<file path="src/rtl/clock_divider_gen.sv">
// ---------------------------------------------------------------------------
// clock_divider_gen
//
// Multi-channel, runtime-programmable clock divider. Each of NUM_CH channels
// produces a registered divided clock from clk, can be started and stopped
// without runt pulses, and accepts a new divide ratio through a valid/ready
// handshake. The new ratio takes effect at the next period boundary.
//
// Ports
//   clk        system clock, all logic on the rising edge
//   rst        asynchronous reset, active-high
//   cfg_valid  config request
//   cfg_ready  config accepted when cfg_valid && cfg_ready
//   cfg_ch     target channel of the config request
//   cfg_div    new divide ratio N (0 and 1 are stored as 2)
//   en         per-channel run enable
//   clk_out    per-channel divided clock (registered)
//   tick       one-cycle pulse in the cycle clk_out rises
//   stopped    channel idle, clk_out held low
// ---------------------------------------------------------------------------
module clock_divider_gen #(
  parameter int NUM_CH      = 2,
  parameter int DIV_W       = 8,
  parameter int DEFAULT_DIV = 16,
  localparam int CH_W       = (NUM_CH > 1) ? $clog2(NUM_CH) : 1
) (
  input  logic              clk,
  input  logic              rst,
  input  logic              cfg_valid,
  output logic              cfg_ready,
  input  logic [CH_W-1:0]   cfg_ch,
  input  logic [DIV_W-1:0]  cfg_div,
  input  logic [NUM_CH-1:0] en,
  output logic [NUM_CH-1:0] clk_out,
  output logic [NUM_CH-1:0] tick,
  output logic [NUM_CH-1:0] stopped
);

  localparam logic [1:0] ST_STOPPED  = 2'd0;
  localparam logic [1:0] ST_RUNNING  = 2'd1;
  localparam logic [1:0] ST_STOPPING = 2'd2;

  localparam logic [DIV_W-1:0] DEF_DIV = DIV_W'(DEFAULT_DIV);

  logic [NUM_CH-1:0] pending;
  logic [DIV_W-1:0]  cfg_div_fix;

  // Ratios below 2 cannot produce a high and a low phase, so clamp to 2.
  assign cfg_div_fix = (cfg_div < DIV_W'(2)) ? DIV_W'(2) : cfg_div;

  // Requests to a non-existent channel are always "accepted" and dropped.
  // NOTE: every signal assigned in always_comb gets a default first so no
  // latch can be inferred on an unlisted path.
  always_comb begin
    cfg_ready = 1'b1;
    if (32'(cfg_ch) < NUM_CH) cfg_ready = !pending[cfg_ch];
  end

  for (genvar g = 0; g < NUM_CH; g++) begin : g_ch
    logic [1:0]       state;
    logic [DIV_W-1:0] cnt;
    logic [DIV_W-1:0] div;
    logic [DIV_W-1:0] shadow;
    logic             pend_q;
    logic             clk_q;
    logic             tick_q;
    logic             stop_q;

    logic [DIV_W-1:0] high_len;
    logic             wrap;
    logic [DIV_W-1:0] cnt_nxt;
    logic             high_now;
    logic             accept;

    assign high_len = div >> 1;
    assign wrap     = (cnt == div - DIV_W'(1));
    assign cnt_nxt  = wrap ? '0 : cnt + DIV_W'(1);
    assign high_now = (cnt < high_len);
    // pend_q low implies cfg_ready is high for this channel.
    assign accept   = cfg_valid && (cfg_ch == CH_W'(g)) && !pend_q;

    // NOTE: sequential state uses non-blocking assignments only, so every
    // register samples the pre-edge values; later assignments in the block
    // deliberately override earlier ones within the same edge.
    always_ff @(posedge clk or posedge rst) begin
      if (rst) begin
        state  <= ST_STOPPED;
        cnt    <= '0;
        div    <= DEF_DIV;
        shadow <= DEF_DIV;
        pend_q <= 1'b0;
        clk_q  <= 1'b0;
        tick_q <= 1'b0;
        stop_q <= 1'b1;
      end else begin
        tick_q <= 1'b0;

        if (accept) begin
          pend_q <= 1'b1;
          shadow <= cfg_div_fix;
        end

        case (state)
          ST_STOPPED: begin
            // Load before (or together with) a start so the first period
            // already uses the new ratio.
            if (pend_q) begin
              div    <= shadow;
              pend_q <= 1'b0;
            end
            if (en[g]) begin
              state  <= ST_RUNNING;
              cnt    <= '0;
              clk_q  <= 1'b1;
              tick_q <= 1'b1;
              stop_q <= 1'b0;
            end
          end

          default: begin
            if (!en[g] && !high_now) begin
              // Disabled during the low phase: stop at once, output is low.
              state  <= ST_STOPPED;
              cnt    <= '0;
              clk_q  <= 1'b0;
              stop_q <= 1'b1;
            end else begin
              cnt    <= cnt_nxt;
              clk_q  <= (cnt_nxt < high_len);
              tick_q <= wrap;
              if (wrap && pend_q) begin
                div    <= shadow;
                pend_q <= 1'b0;
              end
              if (en[g]) begin
                // Also cancels a stop in progress without a phase change.
                state <= ST_RUNNING;
              end else if (cnt_nxt < high_len) begin
                state <= ST_STOPPING;
              end else begin
                // High phase completed this cycle.
                state  <= ST_STOPPED;
                cnt    <= '0;
                stop_q <= 1'b1;
              end
            end
          end
        endcase
      end
    end

    assign pending[g] = pend_q;
    assign clk_out[g] = clk_q;
    assign tick[g]    = tick_q;
    assign stopped[g] = stop_q;
  end

endmodule

</file>
<file path="config.mk">
export PLATFORM = sky130hd
export DESIGN_NAME = clock_divider_gen
export DESIGN_NICKNAME = d
export VERILOG_FILES = /design/src/rtl/clock_divider_gen.sv
export SDC_FILE = /design/constraint.sdc
export NUM_CORES = 1
export LEC_CHECK = 0
export ABC_AREA = 1
export CORE_UTILIZATION = 35
export CTS_CLUSTER_SIZE = 16
export DETAILED_ROUTE_END_ITERATION = 10
export PLACE_DENSITY = 0.59
export SETUP_SLACK_MARGIN = 0.15
export SLEW_MARGIN = 20
export SYNTH_ARGS = -nofsm -noshare
export SYNTH_HDL_FRONTEND = slang
export SYNTH_SLANG_ARGS = --single-unit
export TNS_END_PERCENT = 50
</file>
<file path="constraint.sdc">
create_clock -name clk -period 4.5 [get_ports clk]
set_input_delay 1.35 -clock clk [delete_from_list [all_inputs] [get_ports clk]]
set_output_delay 1.35 -clock clk [all_outputs]
set_load 0.1 [all_outputs]
</file>
# Yosys cells after proc, flatten, opt, wreduce, memory -nomap -nowiden
# Index checks and enable logic that the tools add are counted.
# op_classes
n_addsub	4
order_cmp	6
n_eq_ne	12
mux	65
bitwise_logic	1
n_reduce_logical	23
# ops
op	n
8-bit two-way mux	21
1-bit two-way mux	34
8-bit by 7-bit less-than comparator with 1-bit output	4
2-bit two-way mux	10
8-bit by 1-bit adder with 8-bit output, second input constant	2
8-bit == test	2
8-bit by 1-bit subtractor with 8-bit output, second input constant	2
3-bit AND reduction	4
1-bit logical AND	8
8-bit by 2-bit less-than comparator with 1-bit output, second input constant	1
2-bit != test, second input constant	4
1-bit zero test	7
3-bit by 1-bit != test with 1-bit output, second input constant	2
3-bit != test, second input constant	2
2-bit zero test	2
2-bit by 1-bit != test with 1-bit output, second input constant	2
2-bit nonzero test	2
1-bit by 2-bit less-than comparator with 1-bit output, second input constant	1
1-bit inverter	1
# word_totals
regBits	60
in_bits	14
out_inout_bits	7
word_cells	127

# Longest topological paths before layout
# Gate-level depths: netlist of the first run.
# depth
word_depth	8
mapped_depth	22
depth_no_buf	22

# Worst setup path before layout of the first run
# No wires, ideal clock.
# synth_timing
path_type	input to output
from	input port cfg_ch
to	output port cfg_ready
arrival_ns	3.452
required_ns	3.150
path_slack_ns	-0.302
stages	1
path_buffers	0
cell_sequence	o21ai_0
# synth_via
elab_chain_cells	3
# synth_lines
item	line_no	source
start: declaration	31	input logic [CH_W-1:0] cfg_ch,
1-bit two-way mux (implied by the code) (2 in series)	56	if (32'(cfg_ch) < NUM_CH) cfg_ready = !pending[cfg_ch];
1-bit zero test	56	
end: declaration	30	output logic cfg_ready,
# No other way between the ends. The select of a mux whose other input is x is not followed.

# Worst setup path in the final report of the first run
# Same ends and word-level chain as after synthesis.

==> results.yml, run 1 <==
routing:
  via_per_inst: 4.79
  drc: 0
  vias: 3408
  routedWlPerCell_um: 11.9
  first_iter_violations: 199
  routed_wl_um: 8460
  drt-pass1-iter-count: 5
  postRouteAntennaNets: 0
global_route:
  grt_pass1_vias: 3232
  gr-usage-all-layers: 0.162
  grt_pass1_wl_um: 15000
  antenna_found_initial: 0
  grt_max_degree: 35
  grt_overflow_total: 0
floorplan:
  core_area_um2: 10900
  chipHeight_um: 109
  die_area_um2: 11800
  initial_utilization: 0.363
  floorplan.rows: 38
  pin_count: 21
  die_w_um: 109
synthesis:
  synthFlopType: "dfrtp_1"
  synth_cell_type_count: 36
  synth-seq-area-share: 0.380
  syn_nets: 593
  synthTopCellsByArea: "dfrtp_1, nand2_1, ha_1"
  synth.largest_area_cell: "dfrtp_1"
  synth.most_common_cell: "nand2_1"
  yosys_warnings: 0
  async_reset_ff_frac: 1.00
  netlist_top_cells_count: "nand2_1, inv_1, nor2_1, dfrtp_1, nand3_1"
  synthesis.area_um2: 3970
  synth-seq-cells: 60
  synth_cells: 551
  yosysTopAreaCellShare: 0.340
  synth_area_per_cell_um2: 7.21
  synth_enable_flop_cells: 0
clock_tree:
  post_cts_buffers: 0
  cts_inserted_buffers: 9
  root_buffer: "clkbuf_16"
  cts_sinks: 60
  h-tree-depth: 3
  clk_pin_slew_ps: 50
  clk_latency_ps: 330
  postCtsHoldBufs: 0
  clock_path_buffers: 2
  cts_tree: "built"
  cts_resized: 0
critical_path:
  path_max_fanout: 3
  endpoint_kind: "output pin"
  arrival_ps: 2300
  path_cells: "clkdlybuf4s50_1 -> nand2_1 -> o21ai_1 -> buf_12"
  criticalPathCategory: "in2out"
  critical_path_buf_inv_count: 2
  rr_startpoint: "g_ch[1].div[0]"
  critPathTopFamily: "buffers and inverters"
  max_stage_delay_ps: 510
  ff2ff_path_depth: 18
  critPathSlowestCell: "clkdlybuf4s50_1"
  regToRegSetupSlack_ps: 1550
  required_ps: 3150
  r2r-end: "g_ch[1].cnt[3]"
  cp-start-kind: "input port"
timing:
  slew_viol_final: 0
  rsz0062_at_grt: "false"
  worst_pin_slew_ps: 960
  finalHoldViolCount: 0
  setup_viol: 0
  fin_crit_ps: 3650
  maxSlewHeadroom: 0.358
  fin_crit_sh: 0.812
  finalSetupTns_ps: 0
  skew_ps: 6.83
  max_freq_mhz: 274
run:
  maxCapViolCount: 0
run_status:
  status: "finished clean"
worst_hold_path:
  whs_path_depth: 2
  min_path_type: "reg2reg"
  min_from: "g_ch[0].stop_q"
  holdPathEnd: "g_ch[0].stop_q"
finish:
  syn_to_final_growth_pct: 15.4
  nFillCells: 1110
  final_nets: 609
  post-route-util: 0.419
  antenna_cells: 0
  multiInputGateArea_um2: 2100
  drive_gt1_frac: 0.0944
  regArea_um2: 1510
place:
  place_congestion: 0.834
  io_buffers: 20
  hpwl_um: 6500
pwr:
  power_density_nw_per_um2: 656
  p_leak_nw: 2.33
  ir_drop_mv: 0.391
placed cells by master, fill, tap and decap left out, types with 2 or more instances in the layout:
cell type,synthesis,layout
nand2_1,162,162
inv_1,65,64
nor2_1,55,55
dfrtp_1,54,54
nand3_1,49,49
ha_1,28,28
a21oi_1,23,23
o21ai_0,23,22
clkdlybuf4s50_1,0,19
o21ai_1,13,14
nand2_2,10,10
clkbuf_16,0,9
inv_2,5,6
xor2_1,6,6
dfstp_2,6,6
xnor2_1,5,5
nor2_2,4,4
nand4_1,4,4
nand2_4,3,3
a31oi_1,3,3
clkinv_2,0,3
o22ai_1,2,2
nor3b_1,2,2
nor3_1,2,2
bufinv_16,0,2
buf_4,6,2
worst reg2reg max path, delay by kind of cell, from the launching register on:
| family | cells | cell delay (ps) |
|---|---|---|
| flops | 1 | 380 |
| fa+ha+maj | 2 | 630 |
| simple gates | 11 | 1300 |
| compound gates | 2 | 240 |
| buf+inv | 3 | 340 |
power breakdown:
part	internal [W]	total, W	switching (W)	leakage [nW]
clock network	0.000482	0.000730	0.000248	0.155
logic	0.000480	0.00136	0.000876	1.44
registers	0.000736	0.000923	0.000187	0.735
total	0.00170	0.00301	0.00131	2.33
how the worst max path moves through the flow:
stage,end,startpoint,cells past startpoint
final,cfg_ready,cfg_ch,4
after global routing,cfg_ready,cfg_ch,4
after CTS,cfg_ready,cfg_ch,4
after detailed placement,cfg_ready,cfg_ch,4
after global placement,cfg_ready,cfg_ch,4
after floorplan,cfg_ready,cfg_ch,1
through the flow:
stage	std cells	area, µm²	hold slack (ps)	total power, W	worst slack [ps]
after detailed placement	696	4270	453	0.00228	852
final	712	4580	461	0.00301	846
after floorplan	551	3970	442	0.00200	458
after global routing	712	4580	488	0.00330	779
after CTS	712	4580	463	0.00304	848
after global placement	696	4270	451	0.00224	877
registers in the layout (all words and copies together), names as in the netlist:
signal / flops
g_ch.clk_q: 2
g_ch.cnt: 16
g_ch.div: 16
g_ch.pend_q: 2
g_ch.shadow: 16
g_ch.state: 4
g_ch.stop_q: 2
g_ch.tick_q: 2
area by class of cell:
cell class / instances / area share
Multi-Input combinational cell: 404 / 0.457
Sequential cell: 60 / 0.329
Inverter: 70 / 0.0573
Clock buffer: 9 / 0.0491
Timing Repair Buffer: 22 / 0.0491
Tap cell: 140 / 0.0382
Clock inverter: 7 / 0.0199
kinds of logic after synthesis:
family	share of synthesized area
AND/OR/NAND/NOR	0.324
buffers and inverters	0.0926
XOR/XNOR	0.0243
flip-flops	0.380
AO/OA/AOI/OAI	0.0913
adder cells (fa/ha/maj)	0.0882
routing by layer:
| metal | track usage | up-vias | wire length (µm) |
|---|---|---|---|
| met5 | 0 | - | 0 |
| met4 | 0.0627 | 0 | 112 |
| met3 | 0.0307 | 12 | 265 |
| met2 | 0.251 | 49 | 3780 |
| met1 | 0.223 | 1552 | 4310 |
| li1 | - | 1795 | - |
Power figures use the tool's default switching activity.
==> run 2, diff against run 1 <==
--- a/config.mk
+++ b/config.mk
@@ -9,7 +9,7 @@
 export CORE_UTILIZATION = 35
 export CTS_CLUSTER_SIZE = 16
 export DETAILED_ROUTE_END_ITERATION = 10
-export PLACE_DENSITY = 0.59
+export PLACE_DENSITY = 0.61
 export SETUP_SLACK_MARGIN = 0.15
 export SLEW_MARGIN = 20
 export SYNTH_ARGS = -nofsm -noshare
==> constraint.sdc (replaced) <==
create_clock -name clk -period 3.1 [get_ports clk]
set_input_delay 0.93 -clock clk [delete_from_list [all_inputs] [get_ports clk]]
set_output_delay 0.93 -clock clk [all_outputs]
set_load 0.1 [all_outputs]
==> run 2 against run 1 <==
Sequential share of layout area is 0.28 points lower. Die area unchanged. Sequential cell count unchanged. Routed wire length grew 0.91%. Critical path type unchanged. Critical endpoint unchanged. Largest power group unchanged.
==> results.yml, run 2 (same netlist as run 1, synthesis figures left out) <==
pwr:
  p_leak_nw: 2.36
  p_int_w: 0.00243
  comb_power_share: 0.465
  p_sw_w: 0.00191
  p_sw_frac: 0.440
  power_density_nw_per_um2: 937
  seqPwrFrac: 0.310
  ir_drop_mv: 0.500
  pwr-share-clk: 0.225
timing:
  slew_viol_final: 0
  max_freq_mhz: 363
  worst_pin_slew_ps: 566
  setup_viol: 0
  maxSlewHeadroom: 0.623
  skew_ps: 10.3
  whs_ps: 462
  fin_crit_sh: 0.889
  finalHoldViolCount: 0
  rsz0062_at_grt: "true"
  finalSetupTns_ps: 0
  fin_crit_ps: 2760
global_route:
  gr-usage-all-layers: 0.162
  antenna_found_initial: 0
  grt_pass1_vias: 3268
  grt_max_degree: 51
  grt_pass1_wl_um: 15000
  grt_overflow_total: 0
finish:
  drive_gt1_frac: 0.128
  syn_to_final_growth_pct: 16.5
  top_regs: "g_ch.cnt x16, g_ch.div x16, g_ch.shadow x16"
  layout_commonest_cell: "nand2_1"
  antenna_cells: 0
  nFillCells: 1122
  final_cell_mix: "nand2_1, inv_1, nor2_1, dfrtp_1, nand3_1"
  final_nets: 615
worst_hold_path:
  whs_path_depth: 2
  min_from: "g_ch[0].stop_q"
  holdPathEnd: "g_ch[0].stop_q"
  min_path_type: "reg2reg"
clock_tree:
  cts_sinks: 60
  clk_latency_ps: 320
  h-tree-depth: 3
  root_buffer: "clkbuf_16"
  clk_pin_slew_ps: 50
  clock_path_buffers: 2
  cts_inserted_buffers: 9
  postCtsHoldBufs: 0
  cts_tree: "built"
floorplan:
  chipHeight_um: 109
  floorplan.rows: 38
  initial_utilization: 0.363
  pin_count: 21
  core_area_um2: 10900
  die_w_um: 109
  die_area_um2: 11800
run_status:
  status: "finished clean"
critical_path:
  cp-start-kind: "input port"
  required_ps: 2170
  regToRegSetupSlack_ps: 430
  rr_startpoint: "g_ch[0].div[1]"
  ff2ff_path_depth: 15
  path_max_fanout: 3
  endpoint_kind: "output pin"
  criticalPathCategory: "in2out"
  r2r-end: "g_ch[0].cnt[6]"
  arrival_ps: 1830
routing:
  vias: 3437
  drc: 0
  routedWlPerCell_um: 11.9
  via_per_inst: 4.79
  drt-pass1-iter-count: 4
  postRouteAntennaNets: 0
  routed_wl_um: 8540
  first_iter_violations: 142
place:
  place_congestion: 0.884
  hpwl_um: 6610
  io_buffers: 20
run:
  maxCapViolCount: 0
-- run 2: worst max-delay path, stage by stage --
cell,delay [ps]
clkdlybuf4s50_1,510
nand2_1,100
o21ai_2,90
buf_12,190
-- run 2: metrics by stage --
step	utilization	setup slack [ps]	total power, W	cell area (µm²)	instances
final	0.423	344	0.00434	4630	718
after global routing	0.423	139	0.00475	4630	718
after CTS	0.419	233	0.00434	4590	715
after detailed placement	0.392	255	0.00334	4290	699
after global placement	0.392	335	0.00328	4290	699
after floorplan	-	435	0.00290	3980	551
-- run 2: power groups by stage --
stage / Clock, W / Combinational (W) / Sequential [W]
5_1_grt: 0.00104 / 0.00232 / 0.00139
2_1_floorplan: 0 / 0.00164 / 0.00126
4_1_cts: 0.000994 / 0.00200 / 0.00134
6_report: 0.000975 / 0.00202 / 0.00134
3_5_place_dp: 0 / 0.00199 / 0.00135
3_3_place_gp: 0 / 0.00193 / 0.00135
-- run 2: how the worst max path moves through the flow --
| stage | from | end | slack (ps) | cells past startpoint |
|---|---|---|---|---|
| 3_5_place_dp | g_ch[1].div[0] | g_ch[1].cnt[3] | 260 | 18 |
| 3_3_place_gp | g_ch[0].div[0] | g_ch[0].cnt[1] | 340 | 16 |
| 5_1_grt | g_ch[0].div[1] | g_ch[0].cnt[3] | 140 | 18 |
| 2_1_floorplan | cfg_ch | cfg_ready | 440 | 1 |
| 6_report | cfg_ch | cfg_ready | 340 | 4 |
| 4_1_cts | g_ch[1].div[0] | g_ch[1].cnt[2] | 230 | 18 |
-- run 2: final cells by class --
type	count	area (µm²)	area share
repair buffers	28	268	0.0579
well taps	140	175	0.0378
multi-input cells	404	2120	0.457
clock inverters	5	52.6	0.0114
clock buffers	11	243	0.0524
flip-flops and latches	60	1510	0.326
inverters	70	263	0.0568
-- run 2: layer usage --
metal  track usage  wire length (µm)
met1         0.222              4460
met2         0.247              3720
met3        0.0307               246
met4        0.0666               114
met5             0                 0
-- run 2: repair_timing --
item	CTS	global route
gates resized for setup	0	9
endpoints found under the hold margin	0	0
endpoints found under the setup margin	0	20
setup buffers	0	3
==> run 3, diff against run 2 <==
--- a/config.mk
+++ b/config.mk
@@ -15,4 +15,3 @@
 export SYNTH_ARGS = -nofsm -noshare
 export SYNTH_HDL_FRONTEND = slang
 export SYNTH_SLANG_ARGS = --single-unit
-export TNS_END_PERCENT = 50
==> run 3 against run 2 <==
Clock skew about the same. Count of clock-buffer cells in the layout did not move. Non-clock buffer count is 1 higher. Routed wire length rose by 0.49%. Largest cell class unchanged. Global-route usage did not move. First-iteration DRC count up 1.4%. Register-to-register slack got worse by 20 ps. Worst setup slack is essentially flat. Hold slack about the same. Cell count up 0.14%.
==> results.yml, run 3 (same netlist as run 1, synthesis figures left out) <==
run_status:
  status: "finished clean"
worst_hold_path:
  min_from: "g_ch[0].stop_q"
  holdPathEnd: "g_ch[0].stop_q"
  min_path_type: "reg2reg"
  whs_path_depth: 2
timing:
  setup_viol: 0
  max_freq_mhz: 363
  maxSlewHeadroom: 0.634
  finalSetupTns_ps: 0
  finalHoldViolCount: 0
  worst_pin_slew_ps: 549
  fin_crit_sh: 0.889
  slew_viol_final: 0
  fin_ws_ps: 344
  skew_ps: 10.5
  fin_crit_ps: 2760
  rsz0062_at_grt: "false"
critical_path:
  endpoint_kind: "output pin"
  path_cells: "clkdlybuf4s50_1 -> nand2_1 -> o21ai_2 -> buf_12"
  path_max_fanout: 3
  regToRegSetupSlack_ps: 410
  critPathSlowestCell: "clkdlybuf4s50_1"
  criticalPathCategory: "in2out"
  r2r-end: "g_ch[0].cnt[4]"
  arrival_ps: 1830
  cp-start-kind: "input port"
  rr_startpoint: "g_ch[0].div[1]"
  ff2ff_path_depth: 16
  required_ps: 2170
  max_stage_delay_ps: 510
run:
  maxCapViolCount: 0
routing:
  postRouteAntennaNets: 0
  routed_wl_um: 8580
  first_iter_violations: 144
  routedWlPerCell_um: 11.9
  via_per_inst: 4.78
  drt-pass1-iter-count: 4
  drc: 0
  vias: 3437
global_route:
  grt_pass1_wl_um: 15000
  grt_pass1_vias: 3268
  grt_overflow_total: 0
  antenna_found_initial: 0
  gr-usage-all-layers: 0.162
  grt_max_degree: 51
place:
  hpwl_um: 6610
  io_buffers: 20
  place_area_um2: 4290
  place_congestion: 0.884
  dpl_worst_slack_ps: 255
  dp.cells: 699
clock_tree:
  clk_pin_slew_ps: 50
  clock_path_buffers: 2
  h-tree-depth: 3
  cts_inserted_buffers: 9
  cts_sinks: 60
  postCtsHoldBufs: 0
  root_buffer: "clkbuf_16"
  clk_latency_ps: 320
  cts_tree: "built"
floorplan:
  die_w_um: 109
  chipHeight_um: 109
  floorplan.rows: 38
  core_area_um2: 10900
  initial_utilization: 0.363
  die_area_um2: 11800
  pin_count: 21
pwr:
  ir_drop_mv: 0.501
  p_leak_nw: 2.36
  power_density_nw_per_um2: 941
finish:
  syn_to_final_growth_pct: 17.4
  final_nets: 616
  final_cell_mix: "nand2_1, inv_1, dfrtp_1, nor2_1, nand3_1"
  final_cell_count_no_fill: 719
  antenna_cells: 0
  post-route-util: 0.426
  layout_commonest_cell: "nand2_1"
  top_regs: "g_ch.cnt x16, g_ch.div x16, g_ch.shadow x16"
  fin_area_um2: 4660
  drive_gt1_frac: 0.140
  nFillCells: 1114
-- run 3: changes by cell type in the layout (fill, tap and decap cells not counted), sizes merged --
cell	before	now
buf	15	16
-- run 3: critical path, delay by kind of cell --
kind                   cells  cell delay (ps)
AND/OR/NAND/NOR            1              100
AO/OA/AOI/OAI              1               90
buffers and inverters      2              700
-- run 3: layout make-up --
class / count / area [µm²] / area share
timing repair buffer: 29 / 275 / 0.0590
clock buffer: 11 / 243 / 0.0521
sequential: 60 / 1510 / 0.324
multi-input combinational: 404 / 2140 / 0.460
inverter: 70 / 263 / 0.0563
tap: 140 / 175 / 0.0376
clock inverter: 5 / 52.6 / 0.0113
-- run 3: where the power goes --
group,switching (W),leakage (nW),internal [W]
clock network,0.000336,0.145,0.000639
registers,0.000273,0.734,0.00107
logic,0.00132,1.48,0.000747
total,0.00193,2.36,0.00246
-- run 3: through the flow --
step           power, W  hold WS [ps]
2_1_floorplan   0.00290           442
6_report        0.00439           462
3_3_place_gp    0.00328           454
4_1_cts         0.00434           466
3_5_place_dp    0.00334           457
5_1_grt         0.00481           485
-- run 3: worst max-delay path by stage --
stage	start	endpoint	slack, ps	cells after the start
final	cfg_ch	cfg_ready	340	4
after global routing	g_ch[0].div[1]	g_ch[0].cnt[4]	130	19
after CTS	g_ch[1].div[0]	g_ch[1].cnt[2]	230	18
after detailed placement	g_ch[1].div[0]	g_ch[1].cnt[3]	260	18
after global placement	g_ch[0].div[0]	g_ch[0].cnt[1]	340	16
after floorplan	cfg_ch	cfg_ready	440	1
-- run 3: per-layer routing --
layer | share of wire | routed length [µm] | GRT usage | up-vias
met1 | 0.52 | 4490 | 0.222 | 1561
met3 | 0.027 | 232 | 0.0307 | 11
met5 | 0 | 0 | 0 | -
li1 | - | - | - | 1809
met2 | 0.43 | 3730 | 0.247 | 56
met4 | 0.015 | 129 | 0.0666 | 0
-- run 3: what timing repair did --
item / CTS / global route
endpoints found under the setup margin: 0 / 20
resized for setup: 0 / 16
setup buffers: 0 / 4
==> RTL change, RTL diff (settings of run 3) <==
Set the parameter `NUM_CH` to 4 (it was 2).
--- a/src/rtl/clock_divider_gen.sv
+++ b/src/rtl/clock_divider_gen.sv
@@ -19,7 +19,7 @@
 //   stopped    channel idle, clk_out held low
 // ---------------------------------------------------------------------------
 module clock_divider_gen #(
-  parameter int NUM_CH      = 2,
+  parameter int NUM_CH      = 4,
   parameter int DIV_W       = 8,
   parameter int DEFAULT_DIV = 16,
   localparam int CH_W       = (NUM_CH > 1) ? $clog2(NUM_CH) : 1
Ports: changed (5 resized); port bits go from 21 to 30. The function was not compared with the original's and may differ.
==> RTL change against run 3 <==
The flow now finishes with violations (DRC); register-to-register slack worse by 0.06 ns; cell area up 95%; cell count up 93%; area after synthesis up 100%; wire length up 99%; sequential cell count up 60; non-clock buffer count up 8; setup slack worse by 0.14 ns; clock skew down 0.0017 ns; power up 93%; critical path depth up 1; clock power up 110%; synthesized cell count up 95%.
==> RTL change: results (changes against run 3) <==
| Metric | Value |
|---|---|
| Worst-skew pair later-pin latency | `0.42 ns (was 0.32 ns)` |
| Path depth of the worst reg2reg path | `18 (was 16)` |
| Dpl ws | `0.145 ns (was 0.255 ns)` |
| Pin count of the biggest net entering global routing | `35 (was 51)` |
| H-tree levels | `4 (was 3)` |
| Largest cells by area after synthesis | `dfrtp_1 34%, nand2_1 15%, ha_1 8.8% (unchanged)` |
| Failing checks | `DRC` |
| Seq pwr | `2.60 mW (was 1.34 mW)` |
| Xor/xnor share of the synthesized area | `3.41% (was 2.43%)` |
| Lkg Pwr | `4.77 nW (was 2.36 nW)` |
| DRC | `2 (was 0)` |
| Syn Nets | `1145 (was 593)` |
| Status | `finished, violations left (was finished clean)` |
| Adder-Cell Fraction of Synth Area | `8.83% (was 8.82%)` |
| Avg Inst Size Synth | `7.40 um^2 (was 7.21 um^2)` |
| First-pass GRT wire length | `29800 um (was 15000 um)` |
| DR vias | `6531 (was 3437)` |
| Post-DP HPWL | `12900 um (was 6610 um)` |
| Min Tclk post-route | `2.90 ns (was 2.76 ns)` |
| Fill count | `2256 (was 1114)` |
| Sw Share | `43.8% (was 44.0%)` |
| 1st-iter DRT viols | `280 (was 144)` |
| Top Registers | `g_ch.cnt: 32 flops, g_ch.div: 32 flops, g_ch.shadow: 32 flops (was g_ch.cnt: 16 flops, g_ch.div: 16 flops, g_ch.shadow: 16 flops)` |
| Drt pass-1 iters | `10 (was 4)` |
| Slew Limit Headroom | `55.0% (was 63.4%)` |
| Sequential area share after synthesis | `38.0% (about the same)` |
| Number of global-route vias before repair | `6295 (was 3268)` |
| R2R Setup Slk | `0.35 ns (was 0.41 ns)` |
| Yosys cell types | `46 (was 36)` |
| Max stage delay on crit path | `0.46 ns (was 0.51 ns)` |
| GR Util All Layers | `15.6% (was 16.2%)` |
| Complex-gate fraction of the synthesized area | `9.73% (was 9.13%)` |
| Synth top cells by count | `308 x nand2_1, 119 x nor2_1, 115 x inv_1 (was 162 x nand2_1, 65 x inv_1, 55 x nor2_1)` |
| CP max FO | `4 (was 3)` |
| VDD IR max | `471 uV (was 501 uV)` |
| Gpl congestion | `0.814 (was 0.884)` |
| FF-to-FF Start | `g_ch[0].div[0] (was g_ch[0].div[1])` |
| Hold slack | `0.465 ns (was 0.462 ns)` |
| DR vias/cell | `4.70 (was 4.78)` |
| Final #Nets | `1171 (was 616)` |
| WL/cell | `12.3 um (was 11.9 um)` |
| Layout cell share with drive strength beyond 1 | `14.9% (was 14.0%)` |
==> RTL change: worst max-delay path, delay by kind of cell <==
family	cells	cell delay (ns)
buffers and inverters	3	0.72
and+or+nand+nor	2	0.30
==> RTL change: cell type report <==
type,count,area (um^2),area share [%]
multi-input cells,779,4190,46.1
flip-flops and latches,120,3020,33.2
inverters,143,543,5.98
clock buffers,20,447,4.92
repair buffers,37,370,4.08
well taps,280,350,3.86
clock inverters,12,165,1.82
==> RTL change: per-layer routing <==
metal  global-route usage [%]  wire (um)  part of all wire [%]  vias up
met5                        0          0                     0        -
met4                     4.28        162                  0.95        0
met3                     3.10        497                   2.9       12
li1                         -          -                     -     3447
met2                     25.3       7640                    45       61
met1                     21.2       8820                    52     3011
==> RTL change: stage by stage <==
stage,util [%],total power [mW]
final,41.2,8.47
after global routing,41.2,9.26
after CTS,41.2,8.55
after detailed placement,38.4,6.44
after global placement,38.4,6.34
after floorplan,-,5.68
